### src/rtl/i2s_in.sv
// I2S slave receiver: oversamples sclk/lrclk/sdin in the clk domain and
// recovers left-justified signed L/R samples with a pair-valid strobe.
module i2s_in #(
    parameter int WIDTH = 24
) (
    input  logic                    clk,
    input  logic                    reset,
    input  logic                    sclk,
    input  logic                    lrclk,
    input  logic                    sdin,
    output logic signed [WIDTH-1:0] l_data,
    output logic signed [WIDTH-1:0] r_data,
    output logic                    valid,
    output logic                    short_word
);

    localparam int CW = $clog2(WIDTH + 1);
    localparam logic [CW-1:0] FULL = CW'(WIDTH);

    logic [2:0]       sclk_sync_q;
    logic [1:0]       lrclk_sync_q;
    logic [1:0]       sdin_sync_q;
    logic [WIDTH-1:0] sr_q, sr_d;
    logic [CW-1:0]    bitcnt_q, bitcnt_d;
    logic             armed_q, armed_d;
    logic             lr_prev_q, lr_prev_d;
    logic             have_left_q, have_left_d;
    logic [WIDTH-1:0] l_q, l_d;
    logic [WIDTH-1:0] r_q, r_d;
    logic             valid_q, valid_d;
    logic             short_q, short_d;

    logic             sample_e;
    logic             lr;
    logic             sd;
    logic [WIDTH-1:0] sr_app;
    logic [CW-1:0]    cnt_app;
    logic [CW-1:0]    shamt;
    logic [WIDTH-1:0] word;

    // lrclk and sdin take the same two stages as sclk, so all three line up at E
    assign sample_e = sclk_sync_q[1] & ~sclk_sync_q[2];
    assign lr       = lrclk_sync_q[1];
    assign sd       = sdin_sync_q[1];

    always_ff @(posedge clk or posedge reset) begin
        if (reset) begin
            sclk_sync_q  <= '0;
            lrclk_sync_q <= '0;
            sdin_sync_q  <= '0;
            sr_q         <= '0;
            bitcnt_q     <= '0;
            armed_q      <= 1'b0;
            lr_prev_q    <= 1'b0;
            have_left_q  <= 1'b0;
            l_q          <= '0;
            r_q          <= '0;
            valid_q      <= 1'b0;
            short_q      <= 1'b0;
        end else begin
            sclk_sync_q  <= {sclk_sync_q[1:0], sclk};
            lrclk_sync_q <= {lrclk_sync_q[0], lrclk};
            sdin_sync_q  <= {sdin_sync_q[0], sdin};
            sr_q         <= sr_d;
            bitcnt_q     <= bitcnt_d;
            armed_q      <= armed_d;
            lr_prev_q    <= lr_prev_d;
            have_left_q  <= have_left_d;
            l_q          <= l_d;
            r_q          <= r_d;
            valid_q      <= valid_d;
            short_q      <= short_d;
        end
    end

    always_comb begin
        sr_d        = sr_q;
        bitcnt_d    = bitcnt_q;
        armed_d     = armed_q;
        lr_prev_d   = lr_prev_q;
        have_left_d = have_left_q;
        l_d         = l_q;
        r_d         = r_q;
        valid_d     = 1'b0;
        short_d     = 1'b0;
        sr_app      = sr_q;
        cnt_app     = bitcnt_q;

        // bits past WIDTH in a long slot are dropped; the counter saturates
        if (bitcnt_q < FULL) begin
            sr_app  = {sr_q[WIDTH-2:0], sd};
            cnt_app = bitcnt_q + CW'(1);
        end
        shamt = FULL - cnt_app;
        word  = sr_app << shamt;

        if (sample_e) begin
            sr_d     = sr_app;
            bitcnt_d = cnt_app;
            if (lr != lr_prev_q) begin
                // the boundary bit still belongs to the slot that is closing
                if (armed_q) begin
                    if (!lr_prev_q) begin
                        l_d         = word;
                        have_left_d = 1'b1;
                    end else begin
                        r_d = word;
                        if (have_left_q) begin
                            valid_d     = 1'b1;
                            have_left_d = 1'b0;
                        end
                    end
                    short_d = (cnt_app < FULL);
                end
                sr_d      = '0;
                bitcnt_d  = '0;
                armed_d   = 1'b1;
                lr_prev_d = lr;
            end
        end
    end

    assign l_data     = l_q;
    assign r_data     = r_q;
    assign valid      = valid_q;
    assign short_word = short_q;

endmodule

### config.mk
export PLATFORM = sky130hd
export DESIGN_NAME = i2s_in
export DESIGN_NICKNAME = d
export VERILOG_FILES = /design/src/rtl/i2s_in.sv
export SDC_FILE = /design/constraint.sdc
export NUM_CORES = 1
export LEC_CHECK = 0
export ABC_AREA = 1
export CAP_MARGIN = 10
export CELL_PAD_IN_SITES_DETAIL_PLACEMENT = 1
export CELL_PAD_IN_SITES_GLOBAL_PLACEMENT = 1
export CORE_ASPECT_RATIO = 1.1
export CORE_MARGIN = 2
export CORE_UTILIZATION = 40
export CTS_CLUSTER_DIAMETER = 60
export DETAILED_ROUTE_END_ITERATION = 16
export GPL_TIMING_DRIVEN = 0
export PLACE_DENSITY = 0.74
export SLEW_MARGIN = 20
export SYNTH_ARGS = -nofsm -noshare
export SYNTH_HDL_FRONTEND = slang
export SYNTH_SLANG_ARGS = --single-unit
export TNS_END_PERCENT = 50
### constraint.sdc
create_clock -name clk -period 7.8 [get_ports clk]
set_input_delay 1.17 -clock clk [delete_from_list [all_inputs] [get_ports clk]]
set_output_delay 1.17 -clock clk [all_outputs]
set_load 0.03 [all_outputs]
# After elaboration in Yosys (flattened, before gate mapping)
# Index checks and enable logic that the tools add are counted.
dict set report word_totals {
  ff_bits 89
  word_cells 38
  inputBits 5
  output_inout_bits 50
}
dict set report op_classes {
  muxes 13
  n_reduce_logical 4
  n_lt_le_gt_ge 2
  n_eq_ne 1
  bitwise 3
  shift 1
  add_sub_neg 2
}
# op count
set op_table {}
lappend op_table {{24-bit two-way mux} 2}
lappend op_table {{24-bit by 5-bit << shifter with 24-bit output} 1}
lappend op_table {{5-bit < comparator (second input constant)} 2}
lappend op_table {{5-bit two-way mux} 2}
lappend op_table {{1-bit two-way mux} 9}
lappend op_table {{4-bit AND reduction} 2}
lappend op_table {{5-bit by 1-bit adder with 5-bit output (second input constant)} 1}
lappend op_table {{5-bit subtractor (first input constant)} 1}
lappend op_table {{3-bit AND reduction} 1}
lappend op_table {{1-bit NOT} 2}
lappend op_table {{2-bit AND reduction} 1}
lappend op_table {{1-bit AND} 1}
lappend op_table {{1-bit inequality test} 1}

# Depth between registers and ports, before layout
dict set report depth {
  depth_word 6
  ltp_mapped 17
  depth_no_buf 15
}

# Worst setup path after synthesis
# OpenSTA, ideal clock, no wires.
dict set report synth_path {
  path_kind {reg-to-reg}
  startpoint {reg bitcnt_q[3]}
  endpoint {reg l_q[17], in the netlist l_data[17]}
  path_stages_with_launch 16
  arrival_time_ns 2.185
  slack_ns 5.498
  path_cell_list {dfrtp_1 buf_2 nand2_4 nand2_1 nand2_2 buf_2 ha_1 inv_1 clkbuf_1 nand3_1 nand2_1 nand2_1 nand3_1 nand3_1 nand3_1 nand2_1}
}
dict set report synth_via {
  elab_chain_cells 4
  elab_cells_between_ends 6
  classes_between {2 x add/sub; 1 x order compare; 1 x shift; 2 x mux}
}
# element line_no
set synth_lines {}
lappend synth_lines {{start: declaration} 24} ;# logic [CW-1:0] bitcnt_q, bitcnt_d;
lappend synth_lines {{start signal: assignment} 65} ;# bitcnt_q <= bitcnt_d;
lappend synth_lines {{5-bit by 1-bit adder with 5-bit output / 5-bit < comparator (equally long branches)} {92, 90}}
lappend synth_lines {{5-bit two-way mux} 90} ;# if (bitcnt_q < FULL) begin
lappend synth_lines {{5-bit subtractor} 94} ;# shamt = FULL - cnt_app;
lappend synth_lines {{24-bit by 5-bit << shifter with 24-bit output (*)} 95} ;# word = sr_app << shamt;
lappend synth_lines {{end signal: assignment} 69} ;# l_q <= l_d;
lappend synth_lines {{end: declaration} 28} ;# logic [WIDTH-1:0] l_q, l_d;
# Every way passes the cells marked *; elsewhere a longest branch is shown, timed or not.
# A chain may end at the register's enable or synchronous reset.

# Worst setup path after layout
dict set report layout_path {
  startpoint {reg bitcnt_q[3]}
  endpoint {reg r_q[21], in the netlist r_data[21]}
}
dict set report layout_via {
  elab_chain_cells 4
  elab_cells_between_ends 6
  classes_between {2 x add/sub; 1 x order compare; 1 x shift; 2 x mux}
}
# element line_no
set layout_lines {}
lappend layout_lines {{5-bit by 1-bit adder with 5-bit output / 5-bit < comparator (equally long branches)} {92, 90}}
lappend layout_lines {{5-bit two-way mux} 90}
lappend layout_lines {{5-bit subtractor} 94}
lappend layout_lines {{24-bit by 5-bit << shifter with 24-bit output (*)} 95}
lappend layout_lines {{end signal: assignment} 70} ;# r_q <= r_d;
lappend layout_lines {{end: declaration} 29} ;# logic [WIDTH-1:0] r_q, r_d;
# Marks and branches as above.

==> flow_metrics.tcl <==
set metrics [dict create \
    status "finished clean" \
    min_period_ns 3.03 \
    grtUsageMet1_pct 32.6 \
    drt_iter0_markers 248 \
    synth_top_area_share_pct 43.9 \
    setup_viol 0 \
    cts_hold_buf 0 \
    max_stage_delay_ns 0.40 \
    stdcell_count 949 \
    rr_startpoint "bitcnt_q[3]" \
    post_cts_buffers 0 \
    core_area_sq_um 12500 \
    grtUsageMet2_pct 48.3 \
    clk_latency_ns 0.35 \
    fmax_mhz 330 \
    dp.cells 934 \
    finish.instance_area_sq_um 6150 \
    antenna_found_initial 0 \
    tightest_slew_ns 0.658 \
    wl_per_cell_um 18.2 \
    dp.final_hpwl_um 13300 \
    synthesis.nets 729 \
    via_per_inst 5.35 \
    path_class "register to register" \
    grt_pass1_wl_um 28600 \
    crit_chain "buf_2 -> nand2_4 -> nand2_1 -> nand2_2 -> buf_2 -> ha_1 -> inv_1 -> clkbuf_1 -> nand3_1 -> nand3_1 -> nand2_1 -> nand2_1 -> nand2_1 -> nand3_1 -> nand2_1" \
    drv_slew 0 \
    min-delay-start "sdin_sync_q[0]" \
    globalplace.congestion 0.920 \
    synth-seq-cells 89 \
    ios 55 \
    synthToLayoutAreaGrowth_pct 21.3 \
    rr_endpoint "r_data[21]" \
    synth_top_area_cell "dfrtp_1" \
    grtUsageMet3_pct 3.83 \
    placementRows 43 \
    cts_sinks 89 \
    dr.pass1.iters 4 \
    route.detailed.drc 0 \
    fin_crit_sh_pct 38.9 \
    power_mw 1.73 \
    pre_cts_slack_ns 4.78 \
    grt_max_degree 54 \
    p_leak_nw 3.10 \
    vias 5076 \
    ys_types 27 \
    top_usage_layer "met2" \
    port_buffers 54 \
    nFillCells 1625 \
    ff2ff_path_depth 15 \
    max_slew_margin_pct 56.1 \
    numCtsBuffers 9 \
    slowest_stage "clkbuf_1" \
    min_to "sdin_sync_q[1]" \
    die_h_um 122 \
    yosysWarnings 0 \
    rsz0062_at_grt "false" \
    peakVddDrop_v 0.000132 \
    fin_util_pct 49.3 \
    fin_ws_ns 4.77 \
    worst-endpoint-arrival_ns 3.28 \
    synth_seq_area_share_pct 43.9 \
    cts_tree "done" \
    critical_path.endpoint_type "register" \
    cts_resized 0 \
    crit_top_cell "nand2_1" \
    drive_above_1_share_pct 8.84 \
    start_kind "register" \
    htreeDepth 3 \
    initial_core_util_pct 40.6 \
    n_antenna_cell 0 \
    antenna_left 0 \
    cellPowerDensity_nw_per_um2 281 \
    netlist_area_sq_um 5070 \
    worstPathMaxFanout 10 \
    cts_buffer_depth 2 \
    clockRootBuffer "clkbuf_16" \
    die_w_um 111 \
    grt_usage_pct 26.7 \
    grt_pass1_vias 5515 \
    placed_area_sq_um 5840 \
    drt-total-wl_um 17200 \
    hold_path_depth 0 \
    hold_viol 0 \
    tns_ns 0 \
    crit_required_ns 8.05 \
    synthCells 722 \
    synth_area_leaders "dfrtp_1 44%, nand2_1 23%, nand3_1 15%" \
    dieArea_sq_um 13600 \
    drv_cap 0 \
    syn_area_per_cell_sq_um 7.03 \
    min_path_type "register to register" \
    skew_ns 0.00909 \
    reg2reg_slack_ns 4.77 \
    nets 795 \
    timing.hold.ws_ns 0.354 \
    clkSlewWorstSetupHoldPaths_ns 0.07 \
    grt_overflow 0 \
]
## Yosys cell counts
library cell and n:
buf_6 4, xnor2_1 1, nand2_4 2, buf_4 6, a21oi_1 4, ha_1 2, dfrtp_1 89, nand4_1 1
clkbuf_1 13, buf_2 18, nor2_4 2, o21ai_2 6, o21ai_0 9, nand2_2 6, xor2_1 1, a31oi_1 1
inv_1 39, o21ai_4 1, nor2_2 2, nand3_1 153, nor2_1 18, or2_1 1, o22ai_1 16, buf_1 1
nand2_1 305, inv_2 6, o21ai_1 15
## how the worst max path moves through the flow
stage                     start         end  slack, ns  depth (start not counted)
CTS                 bitcnt_q[3]  r_data[21]       4.76                         15
detailed placement  bitcnt_q[3]  r_data[21]       4.78                         15
global placement          reset    sr_q[17]       2.89                          2
finish              bitcnt_q[3]  r_data[21]       4.77                         15
floorplan                 reset     armed_q       4.32                          1
global route        bitcnt_q[3]  l_data[17]       4.51                         15
## cells by family after synthesis
logic type	count (synthesis)	synth area share [%]
flip-flops	89	43.9
adder cells (fa/ha/maj)	2	0.493
XOR/XNOR	2	0.345
buffers and inverters	87	7.92
AND/OR/NAND/NOR	490	41.1
AO/OA/AOI/OAI	52	6.22
## sequential cells by signal, summed over array words and instances (netlist names)
signal and cells:
armed_q 1, have_left_q 1, l_data 24, sdin_sync_q 2, sclk_sync_q 3, lr_prev_q 1
lrclk_sync_q 2, valid 1, bitcnt_q 5, sr_q 24, r_data 24, short_word 1
## critical path: cells and delay by family, from the launching register on
family / cells / cell delay [ns]
buffers and inverters: 4 / 1.08
adders and majority gates: 1 / 0.33
DFF: 1 / 0.35
and+or+nand+nor: 10 / 1.16
## power by group
group / leakage [nW] / total (mW) / switching (mW) / internal (mW)
Sequential: 1.21 / 0.516 / 0.0215 / 0.495
Clock: 0.152 / 0.476 / 0.195 / 0.281
Combinational: 1.74 / 0.735 / 0.511 / 0.224
## per-layer routing
layer  share of wire, %  up-vias  wire length [um]
met5                  0        -                 0
met4                2.2        0               375
met3                2.8       24               491
met2                 51       81              8820
met1                 44     2507              7550
li1                   -     2464                 -
## cells in the final DEF, fill, tap and decap left out, types with 2 or more instances in the layout
master           synthesis  routed
dfrtp_1                 89      89
bufinv_16                0       2
clkbuf_1                13      13
o21ai_2                  6       6
clkbuf_16                0       9
a21oi_1                  4       4
o22ai_1                 16      16
ha_1                     2       2
nand2_2                  6       6
inv_6                    0       2
o21ai_0                  9       9
clkdlybuf4s50_1          0      54
nor2_4                   2       2
inv_1                   39      38
o21ai_1                 15      15
nand2_1                305     305
nand3_1                153     153
inv_2                    6       6
nor2_2                   2       2
buf_2                   18      18
nor2_1                  18      18
nand2_4                  2       2
buf_6                    4       4
buf_4                    6       6
## area by class of cell
| type | count | area (sq um) | area share (%) |
|---|---|---|---|
| Inverter | 45 | 171 | 2.79 |
| Tap cell | 157 | 196 | 3.19 |
| Buffer | 42 | 233 | 3.78 |
| Multi-Input combinational cell | 546 | 2440 | 39.7 |
| Clock inverter | 6 | 90.1 | 1.46 |
| Clock buffer | 9 | 225 | 3.66 |
| Timing Repair Buffer | 55 | 568 | 9.23 |
| Sequential cell | 89 | 2230 | 36.2 |
Power figures use the tool's default switching activity.
